==> config.mk <==
export PLATFORM = sky130hd
export DESIGN_NAME = spaceship_locator
export DESIGN_NICKNAME = d
export VERILOG_FILES = /design/src/rtl/spaceship_locator.sv
export SDC_FILE = /design/constraint.sdc
export NUM_CORES = 1
export LEC_CHECK = 0
export ABC_AREA = 1
export CAP_MARGIN = 20
export CORE_UTILIZATION = 45
export CTS_CLUSTER_DIAMETER = 40
export CTS_CLUSTER_SIZE = 30
export DETAILED_ROUTE_END_ITERATION = 6
export GPL_TIMING_DRIVEN = 0
export PLACE_DENSITY = 0.8
export RECOVER_POWER = 25
export SLEW_MARGIN = 20
export SYNTH_ARGS = -nofsm -noshare
export SYNTH_HDL_FRONTEND = slang
export SYNTH_SLANG_ARGS = --single-unit
==> constraint.sdc <==
create_clock -name CLK -period 2.95 [get_ports CLK]
set_input_delay 0.59 -clock CLK [delete_from_list [all_inputs] [get_ports CLK]]
set_output_delay 0.59 -clock CLK [all_outputs]
set_load 0.005 [all_outputs]
==> src/rtl/spaceship_locator.sv <==
// spaceship_locator: per-frame spaceship position/angle state plus registered sprite-ROM lookup request.
// Ports: CLK/RST_N (async active-low) clock and reset; hc/vc VGA column/row;
//   btn_left/right/up/down move, btn_cw/ccw rotate (debounced levels);
//   is_SS_in_pixel/SS_hc/SS_vc/SS_angle sprite lookup request; ss_valid ROM-aligned valid;
//   ss_x/ss_y sprite top-left; frame_tick one-cycle frame-update strobe.
// Build option: define SS_WRAP_EN to wrap the position at screen edges instead of clamping.
module spaceship_locator #(
  parameter int SS_SIZE   = 36,
  parameter int H_VISIBLE = 640,
  parameter int V_VISIBLE = 480,
  parameter int START_X   = 302,
  parameter int START_Y   = 222,
  parameter int STEP      = 2,
  parameter int ROT_DIV   = 4
) (
  input  logic       CLK,
  input  logic       RST_N,
  input  logic [9:0] hc,
  input  logic [9:0] vc,
  input  logic       btn_left,
  input  logic       btn_right,
  input  logic       btn_up,
  input  logic       btn_down,
  input  logic       btn_cw,
  input  logic       btn_ccw,
  output logic       is_SS_in_pixel,
  output logic [9:0] SS_hc,
  output logic [9:0] SS_vc,
  output logic [3:0] SS_angle,
  output logic       ss_valid,
  output logic [9:0] ss_x,
  output logic [9:0] ss_y,
  output logic       frame_tick
);
  localparam int CW = ROT_DIV > 1 ? $clog2(ROT_DIV) : 1;
  localparam logic [CW-1:0] CNT_LAST = CW'(ROT_DIV - 1);
  localparam logic [0:0] IDLE = 1'b0;
  localparam logic [0:0] HELD = 1'b1;
  localparam logic [10:0] X_MAX = 11'(H_VISIBLE - SS_SIZE);
  localparam logic [10:0] Y_MAX = 11'(V_VISIBLE - SS_SIZE);

  logic [9:0] x_q, x_d, y_q, y_d;
  logic [3:0] angle_q, angle_d;
  logic [0:0] rot_q, rot_d;
  logic [CW-1:0] cnt_q, cnt_d;
  logic dir_q, dir_d;
  logic edge_q, tick_q, tick_d;
  logic hit_q, hit_d, valid_q;
  logic [9:0] shc_q, shc_d, svc_q, svc_d;
  logic in_box, single;
  logic [3:0] angle_step;

  // One axis of motion; the sign bit of the 11-bit sum flags an underflow past zero.
  function automatic logic [9:0] move(input logic [9:0] p, input logic dec, input logic inc,
                                      input logic [10:0] pmax);
    logic [10:0] n;
    n = {1'b0, p} + ((inc & ~dec) ? 11'(STEP) : (dec & ~inc) ? -11'(STEP) : 11'd0);
`ifdef SS_WRAP_EN
    move = n[10] ? pmax[9:0] : ($signed(n) > $signed(pmax)) ? 10'd0 : n[9:0];
`else
    move = n[10] ? 10'd0 : ($signed(n) > $signed(pmax)) ? pmax[9:0] : n[9:0];
`endif
  endfunction

  assign single     = btn_cw ^ btn_ccw;
  assign angle_step = angle_q + (btn_cw ? 4'd1 : 4'd15);
  assign tick_d     = (vc == 10'(V_VISIBLE)) & ~edge_q;

  always_comb begin
    x_d = x_q;
    y_d = y_q;
    angle_d = angle_q;
    rot_d = rot_q;
    cnt_d = cnt_q;
    dir_d = dir_q;
    if (tick_q) begin
      x_d = move(x_q, btn_left, btn_right, X_MAX);
      y_d = move(y_q, btn_up, btn_down, Y_MAX);
      if (rot_q == IDLE) begin
        if (single) begin
          angle_d = angle_step;
          cnt_d = '0;
          rot_d = HELD;
          dir_d = btn_cw;
        end
      end else if (single && btn_cw == dir_q) begin
        // Repeat a step every ROT_DIV ticks while the same button stays held.
        angle_d = (cnt_q == CNT_LAST) ? angle_step : angle_q;
        cnt_d = (cnt_q == CNT_LAST) ? '0 : cnt_q + 1'b1;
      end else begin
        rot_d = IDLE;
        cnt_d = '0;
      end
    end
  end

  // 11-bit compares keep x+SS_SIZE from overflowing near the right edge.
  assign in_box = ({1'b0, hc} >= {1'b0, x_q}) && ({1'b0, hc} < {1'b0, x_q} + 11'(SS_SIZE)) &&
                  ({1'b0, vc} >= {1'b0, y_q}) && ({1'b0, vc} < {1'b0, y_q} + 11'(SS_SIZE));

  always_comb begin
    hit_d = in_box;
    shc_d = in_box ? hc - x_q : 10'd0;
    svc_d = in_box ? vc - y_q : 10'd0;
  end

  always_ff @(posedge CLK or negedge RST_N) begin
    if (!RST_N) begin
      x_q <= 10'(START_X);
      y_q <= 10'(START_Y);
      angle_q <= 4'd0;
      rot_q <= IDLE;
      cnt_q <= '0;
      dir_q <= 1'b0;
      edge_q <= 1'b0;
      tick_q <= 1'b0;
      hit_q <= 1'b0;
      shc_q <= 10'd0;
      svc_q <= 10'd0;
      valid_q <= 1'b0;
    end else begin
      x_q <= x_d;
      y_q <= y_d;
      angle_q <= angle_d;
      rot_q <= rot_d;
      cnt_q <= cnt_d;
      dir_q <= dir_d;
      edge_q <= (vc == 10'(V_VISIBLE));
      tick_q <= tick_d;
      hit_q <= hit_d;
      shc_q <= shc_d;
      svc_q <= svc_d;
      valid_q <= hit_q;
    end
  end

  assign is_SS_in_pixel = hit_q;
  assign SS_hc = shc_q;
  assign SS_vc = svc_q;
  assign SS_angle = angle_q;
  assign ss_valid = valid_q;
  assign ss_x = x_q;
  assign ss_y = y_q;
  assign frame_tick = tick_q;
endmodule
After elaboration in Yosys (flattened, before gate mapping)
Index checks and enable logic that the tools add are counted.
- bitwise gates (word level): 12
- eq/ne operators: 5
- $lt $le $gt $ge: 6
- mux-type cells: 22
- reduce and logical (&&, ||, !) cells: 8
- add/sub/neg operators: 8
- operators with widths (kind ; count):
    $mux 10 ; 6
    $mux 11 ; 4
    $add 10x11->11 ; 2
    $add 10x6->11 const B ; 2
    $lt 10x11->1 ; 2
    $ge 10x10->1 ; 2
    $mux 4 ; 5
    $sub 10x10->10 ; 2
    $gt 11x10->1 const B ; 1
    $gt 11x11->1 const B ; 1
    $eq 10x9->1 const B ; 1
    $mux 2 ; 4
    $not 1->1 ; 6
    $and 1x1->1 ; 5
    $add 4x4->4 ; 1
    $logic_and 1x1->1 ; 4
    $ne 2x1->1 const B ; 2
    $reduce_and 4->1 ; 1
    $mux 1 ; 3
    $reduce_and 3->1 ; 1
    $add 2x1->2 const B ; 1
    $eq 2x2->1 const B ; 1
    $reduce_and 2->1 ; 1
    $reduce_bool 2->1 ; 1
    2 further kinds ; 2
- logic and storage cells: 73
- input port bits: 28
- output and inout port bits: 47
- flip-flop bits (word level): 52

Longest topological paths before layout
Gate-level depths: netlist of run 1.
- depth after elaboration: 8
- depth in mapped cells: 20
- depth with buffers taken out: 20

Worst setup path after synthesis of run 1
Ideal clock, no wire load.
- kind: input -> register
- start: in btn_right
- end: reg x_q[7] (netlist: ss_x[7])
- arrival time: 2229 ps
- cell stages on the path: 18
- path buffers: 1
- required time: 2832 ps
- setup time: 118 ps
- setup slack: 603 ps
- cells stage by stage: inv_1 ha_1 buf_6 nor2_2 nor2_4 ha_1 inv_1 nand2_1 nand3_1 nand2_1 nand2_1 nand2_1 nand2_1 nand2_2 nor2_4 nand2_4 nand3b_1 nand2_1
- longest elaborated chain between the ends: 8
- elaborated cells between the ends (all ways): 9
- classes of those cells: add/sub: 1; order compare: 1; mux: 4; bitwise: 3
- ends and longest elaborated chain (item ; line ; RTL):
    from (decl) ; 21 ; input logic btn_right,
    $not 1->1 ; 57 ; n = {1'b0, p} + ((inc & ~dec) ? 11'(STEP) : (dec & ~inc) ? -11'(STEP) : 11'd0);
    $and 1x1->1 ; 57 ;
    $mux 11 ; 57 ;
    $mux 11 * ; 57 ;
    $add 10x11->11 * ; 57 ;
    $gt 11x11->1 ; 61 ; move = n[10] ? 10'd0 : ($signed(n) > $signed(pmax)) ? pmax[9:0] : n[9:0];
    $mux 10 ; 61 ;
    $mux 10 * ; 61 ;
    to (signal assigned) ; 109 ; x_q <= 10'(START_X);
    to (decl) ; 42 ; logic [9:0] x_q, x_d, y_q, y_d;
Mark *: on every way between the ends. The rest lies on a longest branch, timed or not.
A chain may end at the register's enable or synchronous reset.

Worst setup path after layout of run 1
- start: in btn_down
- end: reg y_q[5] (netlist: ss_y[5])
- longest elaborated chain between the ends: 8
- elaborated cells between the ends (all ways): 9
- classes of those cells: add/sub: 1; order compare: 1; mux: 4; bitwise: 3
- ends and longest elaborated chain (item ; line ; RTL):
    from (decl) ; 23 ; input logic btn_down,
    $not 1->1 ; 57 ;
    $and 1x1->1 ; 57 ;
    $mux 11 ; 57 ;
    $mux 11 * ; 57 ;
    $add 10x11->11 * ; 57 ;
    $gt 11x10->1 ; 61 ;
    $mux 10 ; 61 ;
    $mux 10 * ; 61 ;
    to (signal assigned) ; 110 ; y_q <= 10'(START_Y);
    to (signal assigned) ; 123 ; y_q <= y_d;
    to (decl) ; 42 ;
Marks and branches as above.

==> qor.txt, run 1 <==
Core ar. - 9910 um2
Normalized max-slew margin - 2.461%
CP startpoint kind - input port
Synth Flop Type - dfrtp_1
H-tree depth - 2
Reg clk slew, reported paths - 0.10 ns
Most frequent cell after synthesis - nand2_1
Antenna Nets Post-Route - 0
Largest net degree at the start of global routing - 34
Vias - 4506
Vias in the first global route - 4408
Async SR Flop Fraction - 100.0%
Post-synthesis cell type count - 36
GPL Wtd Cong - 0.9136
WP data arrival - 2.92 ns
Final hold slack - 0.3825 ns
Initial antenna violation count - 0
Fmax - 367.0 MHz
Worst-Skew Late Latency - 0.31 ns
Dpl hpwl - 9431 um
Place WS - -0.1745 ns
Worst Setup Path Type - input port to flop
Worst path required time - 3.15 ns
Final setup viols - 0
# diodes - 0
Worst-Margin Slew - 1.463 ns
Worst setup margin - 0.2252 ns
Yosys warning count - 0
Met1 Use GR - 28.08%
Share of cells above drive strength 1 - 7.662%
Tot Pwr - 1884 uW
Chip Height - 103.7 um
Drt wl/cell - 13.07 um
Initial Utilization - 46.98%
First-pass GRT wire length - 19870 um
Area grow syn2layout - 22.52%
Drt total wl - 11800 um
Post-synth EDFFs - 0
Mean Syn Cell Area - 6.817 um2
Die area - 10760 um2
Seq/Total Area, Yosys - 27.17%
Period minus WS final - 2.725 ns
Die W - 103.7 um
Vias per cell - 4.990
Final setup skew - 0.01026 ns
Placement Rows - 36
DR pass1 iterations - 5
Pwr/cell area - 330.2 nW/um2
Period utilisation layout - 92.37%
Status - completed
Layout net count - 849
#FFs+latches synth - 50
Root Buffer - clkbuf_8
Synth Instances - 683
Input/output buffers - 72
I/O Pins - 75
Final Hold Violating Endpoints - 0
DR iter-0 viols - 184
Synth top area share - 20.96%
Final Max Slew Viols - 0
Syn Std Cell Area - 4656 um2
Clock tree sinks - 50
Synth area leader - dfrtp_1
Grt met2 use - 39.07%
HP Class - input port to async pin
Crit-path max FO - 10
Gr usage total - 22.34%
CTS tree - built
Total gr overflow - 0
Synth area leaders - dfrtp_1 21%, nand2_1 17%, ha_1 13%, inv_1 6.8%, dfstp_2 6.2%
Drt drc - 0
CTS max path bufs - 2
Top cells by instance count after synthesis - 215 x nand2_1, 84 x inv_1, 77 x nor2_1
Setup crit end kind - flop
Gr busiest metal - met2
Leakage - 0.003154 uW
RSZ-0062 raised after global routing - true
Met3 GRT Util - 4.028%
Max-Cap Viols - 0
Num CTS Buffers - 5
VDD IR max - 0.2862 mV
==> through the flow <==
stage	setup TNS, ns	cells	cell area, um2	util, %
global route	-0.01715	903	5704	57.56
detailed placement	-1.546	891	5565	56.16
CTS	0	899	5678	57.30
floorplan	0	685	4663	-
global placement	-4.244	890	5550	56.01
finish	0	903	5704	57.56
==> where the power goes <==
group	switching [uW]	internal [uW]	total [uW]
logic	389	267	656
registers	23.7	708	731
clock network	242	255	496
total	654	1230	1880
==> final timing paths <==
kind,cells past startpoint,to,startpoint,slack (ns)
setup / recovery,15,ss_y[5],btn_down,0.23
setup reg to reg,13,SS_hc[8],ss_x[3],0.26
min in group CLK,0,ss_valid,is_SS_in_pixel,0.39
hold reg to reg,0,ss_valid,is_SS_in_pixel,0.39
hold / removal,1,SS_vc[8],RST_N,0.38
max in group asynchronous,2,SS_angle[3],RST_N,0.59
==> area by class of cell <==
type,instances,area [um2]
clock buffer,5,68.82
clock inverter,3,43.79
inverter,88,330.3
timing repair buffer,77,757.0
sequential,50,1265
multi-input combinational,536,3000
buffer,11,72.57
fill,933,4205
tap,133,166.4
==> state kept, by name, indices dropped and copies added (netlist names) <==
name	flops
ss_y	9
SS_angle	4
rot_q	1
SS_hc	10
dir_q	1
ss_valid	1
cnt_q	2
edge_q	1
is_SS_in_pixel	1
ss_x	9
SS_vc	10
frame_tick	1
==> metal layers <==
metal  wire length [um]  vias to the layer above
li1                   -                     2333
met1               5316                     2018
met3                638                       17
met5                  0                        -
met4                188                        0
met2               5660                      138
==> worst max-delay path: stages <==
cell	delay, ns
clkdlybuf4s50_1	0.45
inv_1	0.05
ha_1	0.22
buf_4	0.20
xor2_2	0.16
ha_1	0.21
o21bai_1	0.22
xnor2_1	0.27
nor2_1	0.07
nand3_1	0.08
nand2_1	0.05
nand2_1	0.13
nand3_1	0.09
nand2_1	0.07
nand2_1	0.05
==> logic make-up (layout without fill, tap and decap cells) <==
| group | Yosys count | after routing | synth area share [%] |
|---|---|---|---|
| simple gates | 383 | 383 | 35.10 |
| buf+inv | 99 | 184 | 8.653 |
| compound gates | 62 | 62 | 7.552 |
| fa+ha+maj | 52 | 52 | 14.46 |
| flops | 50 | 50 | 27.17 |
| xor+xnor | 35 | 35 | 6.907 |
| other cells | 2 | 4 | 0.1613 |
==> layout by cell type, fill, tap and decap left out, types with 6 or more instances in the layout <==
cell / n
nand2_1: 215
inv_1: 84
nor2_1: 77
clkdlybuf4s50_1: 71
nand3_1: 50
ha_1: 47
dfrtp_1: 39
xor2_1: 25
a21oi_1: 22
o21ai_0: 18
nand4_1: 11
dfstp_2: 11
xnor2_1: 8
o21bai_1: 7
buf_4: 7
nand2_2: 7
nor3_1: 6
==> repair_timing <==
item	CTS	global route
setup endpoints to repair	0	16
endpoints found under the hold margin	0	0
hold buffers	0	0
setup buffers	0	4
resized for setup	0	2
Power figures use the tool's default switching activity.
==> run 2: changes to the inputs <==
- CORE_MARGIN: unset -> 2
==> qor.txt, run 2 (same netlist as run 1, synthesis figures left out) <==
Status - completed
Vias per cell - 4.867
Root Buffer - clkbuf_8
Met2 routed WL - 5137 um
Place WS - -0.1748 ns
Final setup viols - 0
Worst setup margin - 0.2108 ns
Final Max Slew Viols - 0
Die W - 105.7 um
Layout net count - 851
HP Class - flop to flop
Fin util - 56.04%
DR iter-0 viols - 174
Antenna Nets Post-Route - 0
Fill count - 997
Drt drc - 0
Placement Rows - 37
First-pass GRT wire length - 18600 um
Worst Setup Path Type - input port to flop
Period minus WS final - 2.739 ns
Met3 WL - 565 um
Leakage - 0.003158 uW
Drt wl/cell - 12.22 um
Pwr/cell area - 316.7 nW/um2
Final Hold Violating Endpoints - 0
VDD IR max - 0.1991 mV
Reg clk slew, reported paths - 0.11 ns
Largest net degree at the start of global routing - 34
H-tree depth - 2
Wire length on met1 - 5268 um
Total gr overflow - 0
Worst-Margin Slew - 1.493 ns
CTS Hold Bufs - 0
Chip Height - 105.7 um
Die area - 11180 um2
DR pass1 iterations - 4
Max Used Layer - met4
Worst-Skew Late Latency - 0.30 ns
WP data arrival - 2.94 ns
Commonest cells after routing, fill and taps aside - 215 x nand2_1, 84 x inv_1, 77 x nor2_1
Clock tree sinks - 50
Dpl hpwl - 9056 um
Vias - 4419
Max-Cap Viols - 0
Drt total wl - 11090 um
Normalized max-slew margin - 0.4661%
GPL Wtd Cong - 1.011
Setup crit end kind - flop
Worst path required time - 3.16 ns
Initial Utilization - 45.71%
Gr usage total - 20.40%
RSZ-0062 raised after global routing - false
I/O Pins - 75
Fmax - 365.1 MHz
Final hold slack - 0.3704 ns
Num CTS Buffers - 5
Period utilisation layout - 92.85%
Crit-path max FO - 10
Final setup skew - 0.01224 ns
Initial antenna violation count - 0
Share of cells above drive strength 1 - 7.772%
# diodes - 0
Most common cell after layout, fill and taps aside - nand2_1
Input/output buffers - 72
Cell area after layout - 5708 um2
Core ar. - 10180 um2
Vias in the first global route - 4102
Area grow syn2layout - 22.60%
CTS max path bufs - 2
CP startpoint kind - input port
Placed Area - 5569 um2
CTS tree - built
[run 2: final timing paths]
| kind | startpoint | to | slack, ns | depth (start not counted) |
|---|---|---|---|---|
| worst min-delay path | is_SS_in_pixel | ss_valid | 0.37 | 0 |
| worst max register to register | ss_x[3] | SS_hc[9] | 0.24 | 13 |
| worst max-delay path | btn_left | ss_x[4] | 0.21 | 19 |
| min in group asynchronous | RST_N | SS_hc[1] | 0.39 | 1 |
| worst min register to register | is_SS_in_pixel | ss_valid | 0.37 | 0 |
| max in group asynchronous | RST_N | SS_vc[9] | 0.55 | 2 |
[run 2: where the power goes]
| group | total [uW] | internal (uW) | switching (uW) |
|---|---|---|---|
| clock | 435 | 178 | 257 |
| combinational | 643 | 266 | 376 |
| sequential | 731 | 708 | 22.7 |
[run 2: final cells by class]
cell class                      count  area (um2)  share of cell area (%)
Clock buffer                        5       68.82                   1.206
Clock inverter                      3       28.78                  0.5042
Buffer                             11       75.07                   1.315
Timing Repair Buffer               79       772.0                   13.52
Inverter                           88       330.3                   5.787
Tap cell                          136       170.2                   2.981
Multi-Input combinational cell    536        2998                   52.52
Sequential cell                    50        1265                   22.16
[run 2: through the flow]
stage          cells  power, uW  TNS, ns
2_1_floorplan    685       1182        0
3_3_place_gp     893       1365   -7.062
3_5_place_dp     894       1377   -1.434
4_1_cts          902       1816        0
5_1_grt          908       1955        0
6_report         908       1808        0
[run 2: layer usage]
layer  global-route usage (%)  up-vias
li1                         -     2341
met1                    27.60     1957
met2                    34.52      113
met3                    2.659        8
met4                    5.075        0
met5                        0        -
[run 2: critical path: stages]
cell and delay [ns]:
clkdlybuf4s50_1 0.50, ha_2 0.30, buf_6 0.18, nor2_2 0.06
nor2_4 0.11, ha_1 0.15, inv_1 0.04, nand2_1 0.12
nand3_1 0.11, nand2_1 0.11, nand2_1 0.05, nand2_1 0.08
nand2_1 0.06, nand2_1 0.08, nand3_2 0.09, nand2_4 0.12
nand2_1 0.06, nand2_1 0.06, nand2_1 0.05
[run 2: what timing repair did]
| action | CTS | global route |
|---|---|---|
| setup buffers | 0 | 6 |
| setup endpoints to repair | 0 | 24 |
| resized for setup | 0 | 3 |
